--- src/rtl/lcd_pixel_fetcher.sv ---
// Framebuffer reader for the LCD pixel writer: raster-order reads over a
// request/response port, buffered in a show-ahead FIFO with frame-boundary base swap.
module lcd_pixel_fetcher #(
  parameter int unsigned HOR_PIX    = 480,
  parameter int unsigned VER_PIX    = 272,
  parameter int unsigned ADDR_W     = 20,
  parameter int unsigned FIFO_DEPTH = 16,
  parameter int unsigned LVL_W      = $clog2(FIFO_DEPTH) + 1
) (
  input  logic              clk_12mhz,
  input  logic              rst,
  input  logic              enable,
  input  logic [ADDR_W-1:0] fb_base,
  output logic              mem_rd_req,
  output logic [ADDR_W-1:0] mem_rd_addr,
  input  logic              mem_rd_gnt,
  input  logic              mem_rd_valid,
  input  logic [23:0]       mem_rd_data,
  output logic [23:0]       rgb,
  output logic              data_valid,
  input  logic              data_req,
  output logic              frame_done,
  output logic              underflow,
  output logic [LVL_W-1:0]  fifo_level
);

  localparam int unsigned PIX_W     = 24;
  localparam int unsigned FRAME_PIX = HOR_PIX * VER_PIX;
  localparam int unsigned IDX_W     = (FRAME_PIX > 1) ? $clog2(FRAME_PIX) : 1;
  localparam int unsigned PTR_W     = $clog2(FIFO_DEPTH);
  localparam int unsigned SUM_W     = LVL_W + 1;

  typedef enum logic {
    ST_IDLE  = 1'b0,
    ST_FETCH = 1'b1
  } state_e;

  state_e               state_q, state_d;
  logic [ADDR_W-1:0]    base_q, base_d;
  logic [IDX_W-1:0]     fetch_idx_q, fetch_idx_d;
  logic [IDX_W-1:0]     pop_cnt_q, pop_cnt_d;
  logic [LVL_W-1:0]     inflight_q, inflight_d;
  logic [LVL_W-1:0]     level_q, level_d;
  logic [PTR_W-1:0]     wr_ptr_q, wr_ptr_d;
  logic [PTR_W-1:0]     rd_ptr_q, rd_ptr_d;
  logic [PIX_W-1:0]     rgb_q, rgb_d;
  logic                 dv_q, dv_d;
  logic                 frame_done_q, frame_done_d;
  logic                 underflow_q, underflow_d;
  logic [PIX_W-1:0]     mem_q [FIFO_DEPTH];

  logic [SUM_W-1:0]     credit_sum_c;
  logic                 req_c;
  logic                 acc_c;
  logic                 push_c;
  logic                 pop_c;
  logic [PTR_W-1:0]     rd_next_c;

  // Outstanding reads plus buffered pixels never exceed the FIFO depth.
  assign credit_sum_c = SUM_W'(level_q) + SUM_W'(inflight_q);
  assign req_c        = (state_q == ST_FETCH) && (credit_sum_c < SUM_W'(FIFO_DEPTH));
  assign acc_c        = req_c && mem_rd_gnt;
  // Responses with no read outstanding are stale (e.g. issued before a reset).
  assign push_c       = mem_rd_valid && (inflight_q != '0);
  assign pop_c        = data_req && dv_q;
  assign rd_next_c    = rd_ptr_q + PTR_W'(1);

  assign mem_rd_req  = req_c;
  assign mem_rd_addr = base_q + ADDR_W'(fetch_idx_q);
  assign rgb         = rgb_q;
  assign data_valid  = dv_q;
  assign frame_done  = frame_done_q;
  assign underflow   = underflow_q;
  assign fifo_level  = level_q;

  // Next-state: control FSM, address/pop counters, FIFO bookkeeping.
  always_comb begin
    state_d      = state_q;
    base_d       = base_q;
    fetch_idx_d  = fetch_idx_q;
    pop_cnt_d    = pop_cnt_q;
    inflight_d   = inflight_q;
    level_d      = level_q;
    wr_ptr_d     = wr_ptr_q;
    rd_ptr_d     = rd_ptr_q;
    rgb_d        = rgb_q;
    frame_done_d = 1'b0;
    underflow_d  = underflow_q;

    if (acc_c) begin
      if (fetch_idx_q == IDX_W'(FRAME_PIX - 1)) begin
        fetch_idx_d = '0;
        base_d      = fb_base;
      end else begin
        fetch_idx_d = fetch_idx_q + IDX_W'(1);
      end
    end

    if (pop_c) begin
      if (pop_cnt_q == IDX_W'(FRAME_PIX - 1)) begin
        pop_cnt_d    = '0;
        frame_done_d = 1'b1;
      end else begin
        pop_cnt_d = pop_cnt_q + IDX_W'(1);
      end
    end

    case (state_q)
      ST_IDLE: begin
        // Restart only once everything from the previous run has drained.
        if (enable && (level_q == '0) && (inflight_q == '0)) begin
          state_d     = ST_FETCH;
          base_d      = fb_base;
          fetch_idx_d = '0;
          pop_cnt_d   = '0;
          underflow_d = 1'b0;
        end
      end
      ST_FETCH: begin
        if (data_req && (level_q == '0)) begin
          underflow_d = 1'b1;
        end
        if (!enable) begin
          state_d = ST_IDLE;
        end
      end
      default: state_d = ST_IDLE;
    endcase

    if (acc_c && !push_c) begin
      inflight_d = inflight_q + LVL_W'(1);
    end else if (!acc_c && push_c) begin
      inflight_d = inflight_q - LVL_W'(1);
    end

    if (push_c && !pop_c) begin
      level_d = level_q + LVL_W'(1);
    end else if (!push_c && pop_c) begin
      level_d = level_q - LVL_W'(1);
    end

    if (push_c) begin
      wr_ptr_d = wr_ptr_q + PTR_W'(1);
    end
    if (pop_c) begin
      rd_ptr_d = rd_next_c;
    end

    // Registered show-ahead head: bypass the incoming word when it becomes the head.
    if (push_c && ((level_q == '0) || (pop_c && (level_q == LVL_W'(1))))) begin
      rgb_d = mem_rd_data;
    end else if (pop_c && (level_q > LVL_W'(1))) begin
      rgb_d = mem_q[rd_next_c];
    end

    dv_d = (level_d != '0);
  end

  always_ff @(posedge clk_12mhz or negedge rst) begin
    if (!rst) begin
      state_q      <= ST_IDLE;
      base_q       <= '0;
      fetch_idx_q  <= '0;
      pop_cnt_q    <= '0;
      inflight_q   <= '0;
      level_q      <= '0;
      wr_ptr_q     <= '0;
      rd_ptr_q     <= '0;
      rgb_q        <= '0;
      dv_q         <= 1'b0;
      frame_done_q <= 1'b0;
      underflow_q  <= 1'b0;
    end else begin
      state_q      <= state_d;
      base_q       <= base_d;
      fetch_idx_q  <= fetch_idx_d;
      pop_cnt_q    <= pop_cnt_d;
      inflight_q   <= inflight_d;
      level_q      <= level_d;
      wr_ptr_q     <= wr_ptr_d;
      rd_ptr_q     <= rd_ptr_d;
      rgb_q        <= rgb_d;
      dv_q         <= dv_d;
      frame_done_q <= frame_done_d;
      underflow_q  <= underflow_d;
    end
  end

  // Pixel storage; contents are don't-care until pushed, so no reset.
  always_ff @(posedge clk_12mhz) begin
    if (push_c) begin
      mem_q[wr_ptr_q] <= mem_rd_data;
    end
  end

endmodule
--- config.mk ---
export PLATFORM = sky130hd
export DESIGN_NAME = lcd_pixel_fetcher
export DESIGN_NICKNAME = d
export VERILOG_FILES = /design/src/rtl/lcd_pixel_fetcher.sv
export SDC_FILE = /design/constraint.sdc
export NUM_CORES = 1
export LEC_CHECK = 0
export CAP_MARGIN = 20
export CORE_MARGIN = 4
export CORE_UTILIZATION = 54
export CTS_CLUSTER_DIAMETER = 120
export DETAILED_ROUTE_END_ITERATION = 6
export HOLD_SLACK_MARGIN = 0.02
export PLACE_DENSITY = 0.84
export SLEW_MARGIN = 20
export SYNTH_ARGS = -nofsm -noshare
export SYNTH_HDL_FRONTEND = slang
export SYNTH_SLANG_ARGS = --single-unit
--- constraint.sdc ---
create_clock -name clk_12mhz -period 3.25 [get_ports clk_12mhz]
set_clock_uncertainty 0.1 [all_clocks]
set_input_delay 0.325 -clock clk_12mhz [delete_from_list [all_inputs] [get_ports clk_12mhz]]
set_output_delay 0.325 -clock clk_12mhz [all_outputs]
set_load 0.005 [all_outputs]
==> metrics.md <==
| Metric | Value |
|---|---|
| Status | finished, violations left |
| Failing checks | setup timing |
| Antenna Nets Post-Route | 0 |
| Most frequent cells in the layout | edfxtp_1, mux4_2, dfrtp_1 |
| Power Dens Cells | about 930 mW/mm² |
| Cell count after synthesis | approximately 1200 |
| Asr flop ratio synth | just over 20% |
| Post-Synthesis Net Count | approximately 1300 |
| Layout Nets | approximately 1400 |
| Main flop type after synthesis | edfxtp_1 |
| Worst vdd ir | 0.000680 V |
| Seq/Total Area, Yosys | 68.7% |
| Slew @ Worst Pin | 1.05 ns |
| Final hold viol count | 0 |
| First-pass GRT wire length | about 76 mm |
| CTS tree | built |
| Placed cell count | between 1500 and 2000 |
| Layout cells sized above 1 | a little under a quarter |
| CTS root buffer | clkbuf_16 |
| Crit path time final | 3.28 ns |
| Synthesized area per cell | 17.4 µm² |
| Die height | around 200 µm |
| Crit Path Class | reg2out |
| Die area | 0.0410 mm² |
| CORE AREA | about 0.037 mm² |
| Critical Path AT | ~2.9 ns |
| RSZ-0062 raised after global routing | true |
| Drt initial violations | 1493 |
| Worst Setup Start Kind | flip-flop |
| Crit share post-route | 101% |
| Fin cells | 1886 |
| Worst slew margin | between 30% and 40% |
| Port Buf Inserts | slightly above 100 |
| Dpl hpwl | around 28 mm |
| Max Cap Violations | 0 |
| Slowest cell on the critical path | dfrtp_1 |
| DR pass1 iterations | 5 |
| Initial Util | 55.2% |
| Max-slew violations | 0 |
| Leakage power | 8.71 nW |
| Commonest non-fill, non-tap cell in the layout | edfxtp_1 |
| Vias in the first global route | roughly 12000 |
| DIE WIDTH | ~200 µm |
| CTS Buf Count | 47 |
| Max Freq | roughly 310 MHz |
| Ys Warns | 0 |
| Worst-Skew Late Latency | between 0.5 and 0.6 ns |
| Class of the worst hold path | in2async |
| Worst path cell trace | ha_4 -> a211oi_2 -> o211ai_1 -> a32o_2 -> buf_4 -> buf_4 -> o21a_1 -> nor3_2 -> nor2_1 -> dlygate4sd2_1 |
| Wire per inst | around 26 µm |
| I/O pin cnt | between 100 and 150 |
| Worst Path Max Fanout | 3 |
| Largest net degree at the start of global routing | 60 |
| Yosys reg bits | roughly 480 |
| Pre-CTS setup slack | approximately 0.076 ns |
| Area growth, synth to finish | 20.4% |
| Clock transition at the registers of the reported paths | about 0.060 ns |
| Setup Viol. Count Final | 1 |
| Std cell rows | 70 |
| Htree depth | 2 |
| CTS Buffer Depth | 3 |
| GRT Total Usage | roughly a quarter |
| Via count | 11900 |
| CP endpoint kind | output port |
| Gpl congestion | between 0.9 and 1 |
| Via density | between 6 and 7 |
| Unique masters post-synth | 67 |
| GRT overflow | 0 |
| Post-synth EDFFs | 384 |
| Clk sinks | about 480 |
| Initial antenna violation count | 2 |
| Worst endpoint required time | ~2.8 ns |
| Post-Route WL | 49.6 mm |
| Worst path max stage delay | just over 0.4 ns |
| Residual DRC | 0 |
| Worst Slack Setup Final | -0.0286 ns |
| Post-Synthesis Cell Area | 0.0204 mm² |
| CP most frequent cell | buf_4 |
## worst paths after layout
path                                   end  slack (ns)  cells after the start           from
max                        mem_rd_addr[11]       -0.03                     10      base_q[1]
min                              base_q[5]        0.20                      2            rst
max reg2reg                  inflight_q[4]        0.21                     11  inflight_q[4]
min reg2reg                      underflow        0.39                      1      underflow
max in group asynchronous  fetch_idx_q[10]        2.04                      3            rst
min in group clk_12mhz             state_q        0.23                      3         enable
## flip-flops by register name (all words and copies together), names as in the netlist, 4 cells and up
register,count
fifo_level,5
fetch_idx_q,17
pop_cnt_q,17
wr_ptr_q,4
mem_q,384
rgb,24
inflight_q,5
rd_ptr_q,4
base_q,20
## power breakdown
group	switching [mW]	internal [mW]	total (mW)	leakage (nW)
logic	4.31	4.09	8.39	3.11
registers	0.553	7.64	8.19	4.72
clock network	2.41	3.83	6.24	0.875
total	7.27	15.6	22.8	8.71
## cells by family after synthesis
logic type | Yosys count | share of synthesized area [%]
multiplexers | 142 | 13.0
AND/OR/NAND/NOR | 214 | 5.86
buffers and inverters | 69 | 1.53
adder cells (fa/ha/maj) | 37 | 2.34
flip-flops | 484 | 68.7
XOR/XNOR | 55 | 2.40
AO/OA/AOI/OAI | 170 | 6.18
## metal layers
metal  vias to the layer above  global-route usage [%]  share of wire [%]
met5                         -                       0              0.026
met4                         2                    8.29                3.4
met3                       130                    3.95                8.1
met2                       618                    41.9                 51
met1                      6105                    31.6                 37
li1                       5046                       -                  -
## repair_timing
item,4_1_cts,5_1_grt
hold endpoints to repair,41,0
setup endpoints to repair,14,9
gates resized for setup,52,20
hold buffers,1,0
pin swaps,13,15
buffers inserted,8,3
## cells in the mapped netlist, types with 18 or more instances
master    instances  area (µm²)
dfrtp_1         100        2500
nor2_1           46         173
xor2_1           22         193
ha_1             35         438
a221o_1          25         250
buf_2            18        90.1
edfxtp_1        384       11500
nand2_1          39         146
a211oi_1         51         383
a21oi_1          29         145
clkbuf_1         29         109
mux2i_1          26         260
nor2b_1          28         175
mux4_2           96        2160
xnor2_1          32         280
## layout make-up
| cell class | count | area, µm² |
|---|---|---|
| timing repair buffer | 176 | 1700 |
| clock buffer | 58 | 1260 |
| multi-input combinational | 618 | 6350 |
| antenna | 1 | 2.50 |
| tap | 504 | 631 |
| fill | 2363 | 12400 |
| sequential | 484 | 14000 |
| inverter | 15 | 56.3 |
| clock inverter | 30 | 531 |
## stage by stage
step	hold WS [ns]	area, µm²	total power, mW	util, %	TNS, ns
after floorplan	-0.0706	20400	13.3	-	0
after global placement	0.261	22500	16.0	60.8	0
after detailed placement	0.266	22500	16.3	60.8	0
after CTS	0.214	24500	22.9	66.3	-0.0172
after global routing	0.246	24600	23.8	66.5	-0.264
final	0.205	24600	22.8	66.5	-0.0286
## critical path, delay by kind of cell (launching register included)
kind	cells	cell delay (ns)
AO/OA/AOI/OAI	4	0.91
adder cells (fa/ha/maj)	1	0.26
buffers and inverters	3	0.53
flip-flops	1	0.41
AND/OR/NAND/NOR	2	0.18
Power figures use the tool's default switching activity.
==> RTL change, RTL diff (same flow settings) <==
Compare `pop_cnt_q` against `IDX_W'(FRAME_PIX - 1)` with >= in place of ==.
--- a/src/rtl/lcd_pixel_fetcher.sv
+++ b/src/rtl/lcd_pixel_fetcher.sv
@@ -98,5 +98,5 @@
 
     if (pop_c) begin
-      if (pop_cnt_q == IDX_W'(FRAME_PIX - 1)) begin
+      if (pop_cnt_q >= IDX_W'(FRAME_PIX - 1)) begin
         pop_cnt_d    = '0;
         frame_done_d = 1'b1;
Formal check against the unedited RTL: same outputs for any inputs over 4 cycles, from zero or initial values and one cycle with rst low; that may be too few to reach the edited logic, so the function may still have changed.
==> RTL change against the original RTL <==
Register-to-register slack better by 0.06 ns; worst setup slack better by 0.093 ns; non-clock buffer count shrank 4; cell area grew 0.35%; sequential share of layout area down 0.21 points; sequential cell count unchanged; critical path depth shrank 3; power down 2.6%; wire length up 0.56%; fmax increased by 2.9%; synthesized area up 1.5%; largest power group is now registers.
==> RTL change: results (changes against the original RTL) <==
proportion of synthesized area in mux cells=13.2% (was 13.0%); fraction of layout cells with a size suffix above 1=23.1% (was 23.5%); worst-path maximum fanout=6 (was 3); count of inserted antenna diode cells=0 (was 1); hold crit path type=in2reg (was in2async); worst flop-to-flop path startpoint=fifo_level[3] (was inflight_q[4]); Synth top cells by count=384 x sky130_fd_sc_hd__edfxtp_1, 100 x sky130_fd_sc_hd__dfrtp_1, 81 x sky130_fd_sc_hd__mux4_2, 51 x sky130_fd_sc_hd__nor2_1, 48 x sky130_fd_sc_hd__a211oi_1 (was 384 x sky130_fd_sc_hd__edfxtp_1, 100 x sky130_fd_sc_hd__dfrtp_1, 96 x sky130_fd_sc_hd__mux4_2, 51 x sky130_fd_sc_hd__a211oi_1, 46 x sky130_fd_sc_hd__nor2_1); Inserted Clock Buffers=48 (was 47); source-to-sink clock delay at the later pin of the worst-skew pair=0.60 ns (was 0.58 ns); Post-Synth Adder-Cell Area=2.31% (was 2.34%); setup slack at placement=0.197 ns (was 0.0762 ns); portion of the post-synthesis area used by sequential elements=67.7% (was 68.7%); all-layer global routing usage=23.7% (was 24.2%); maximum number of pins on one net before global-route repair=73 (was 60); arrival time at the worst endpoint=2.76 ns (was 2.85 ns); via count of the first global-routing pass=12,200 (was 12,500); global placement routability congestion=0.909 (was 0.925); number of library cell types mapped by synthesis=77 (was 67); fin crit share=98.0% (was 101%); result of the run=completed (was finished with violations); Worst R2R Path Depth=12 (was 11); placed cell area=22,500 µm² (about the same); worst setup path endpoint=mem_rd_addr[17] (was mem_rd_addr[11]); first-pass GRT wire length=74.3 mm (was 76.1 mm); Max IR drop VDD=0.000761 V (was 0.000680 V); DPL Wire Length=27.1 mm (was 27.9 mm); antenna violations before repair=0 (was 2); Post-Synth XOR/XNOR Area=2.63% (was 2.40%); largest cells by area after synthesis=sky130_fd_sc_hd__edfxtp_1 56%, sky130_fd_sc_hd__dfrtp_1 12%, sky130_fd_sc_hd__mux4_2 8.8% (was sky130_fd_sc_hd__edfxtp_1 56%, sky130_fd_sc_hd__dfrtp_1 12%, sky130_fd_sc_hd__mux4_2 11%)
==> RTL change: cell type report <==
cell class	count	area, µm²
timing repair buffer	172	1630
sequential	484	14000
clock buffer	63	1340
multi-input combinational	621	6520
fill	2410	13100
tap	511	639
inverter	19	71.3
clock inverter	26	423
==> RTL change: cell families (layout without fill, tap and decap cells) <==
family | after synthesis | in the layout
AOI/OAI and AO/OA | 165 | 165
muxes | 141 | 141
xor gates and xnor gates | 60 | 60
and+or+nand+nor | 218 | 218
DFF | 484 | 484
buffers and inverters | 74 | 280
adders and majority gates | 37 | 37
==> RTL change: how the worst min path moves through the flow <==
stage / slack (ns) / end / startpoint
CTS: 0.19 / state_q / enable
global route: 0.21 / base_q[4] / fb_base[4]
finish: 0.21 / state_q / enable
global placement: 0.36 / base_q[17] / rst
detailed placement: 0.36 / base_q[17] / rst
floorplan: -0.07 / base_q[0] / rst
==> RTL change: tightest hold or removal path: stages <==
cell and delay [ns]:
sky130_fd_sc_hd__clkdlybuf4s50_1 0.42, sky130_fd_sc_hd__nand2_1 0.07, sky130_fd_sc_hd__nand2_1 0.05
==> RTL change: where the power goes <==
part           switching (W)  internal [W]  total [W]
Clock                0.00247       0.00366    0.00613
Sequential          0.000575       0.00761    0.00819
Combinational        0.00406       0.00386    0.00792
==> RTL change: stage by stage <==
step                hold slack [ns]  instances
floorplan                   -0.0706       1179
global placement              0.356       1791
detailed placement            0.361       1791
CTS                           0.187       1890
global route                  0.215       1896
finish                        0.207       1896
==> RTL change: what timing repair did <==
| item | in CTS | in global routing |
|---|---|---|
| pin swaps | 6 | 11 |
| hold buffers | 1 | 0 |
| buffers inserted | 9 | 7 |
| endpoints found under the setup margin | 14 | 12 |
| gates resized for setup | 41 | 34 |
| endpoints found under the hold margin | 54 | 0 |
==> RTL change: layer usage <==
layer	track usage (%)	wire [µm]
met5	0	0
met4	7.15	1590
met3	4.97	4810
met2	38.4	24500
met1	32.9	19000
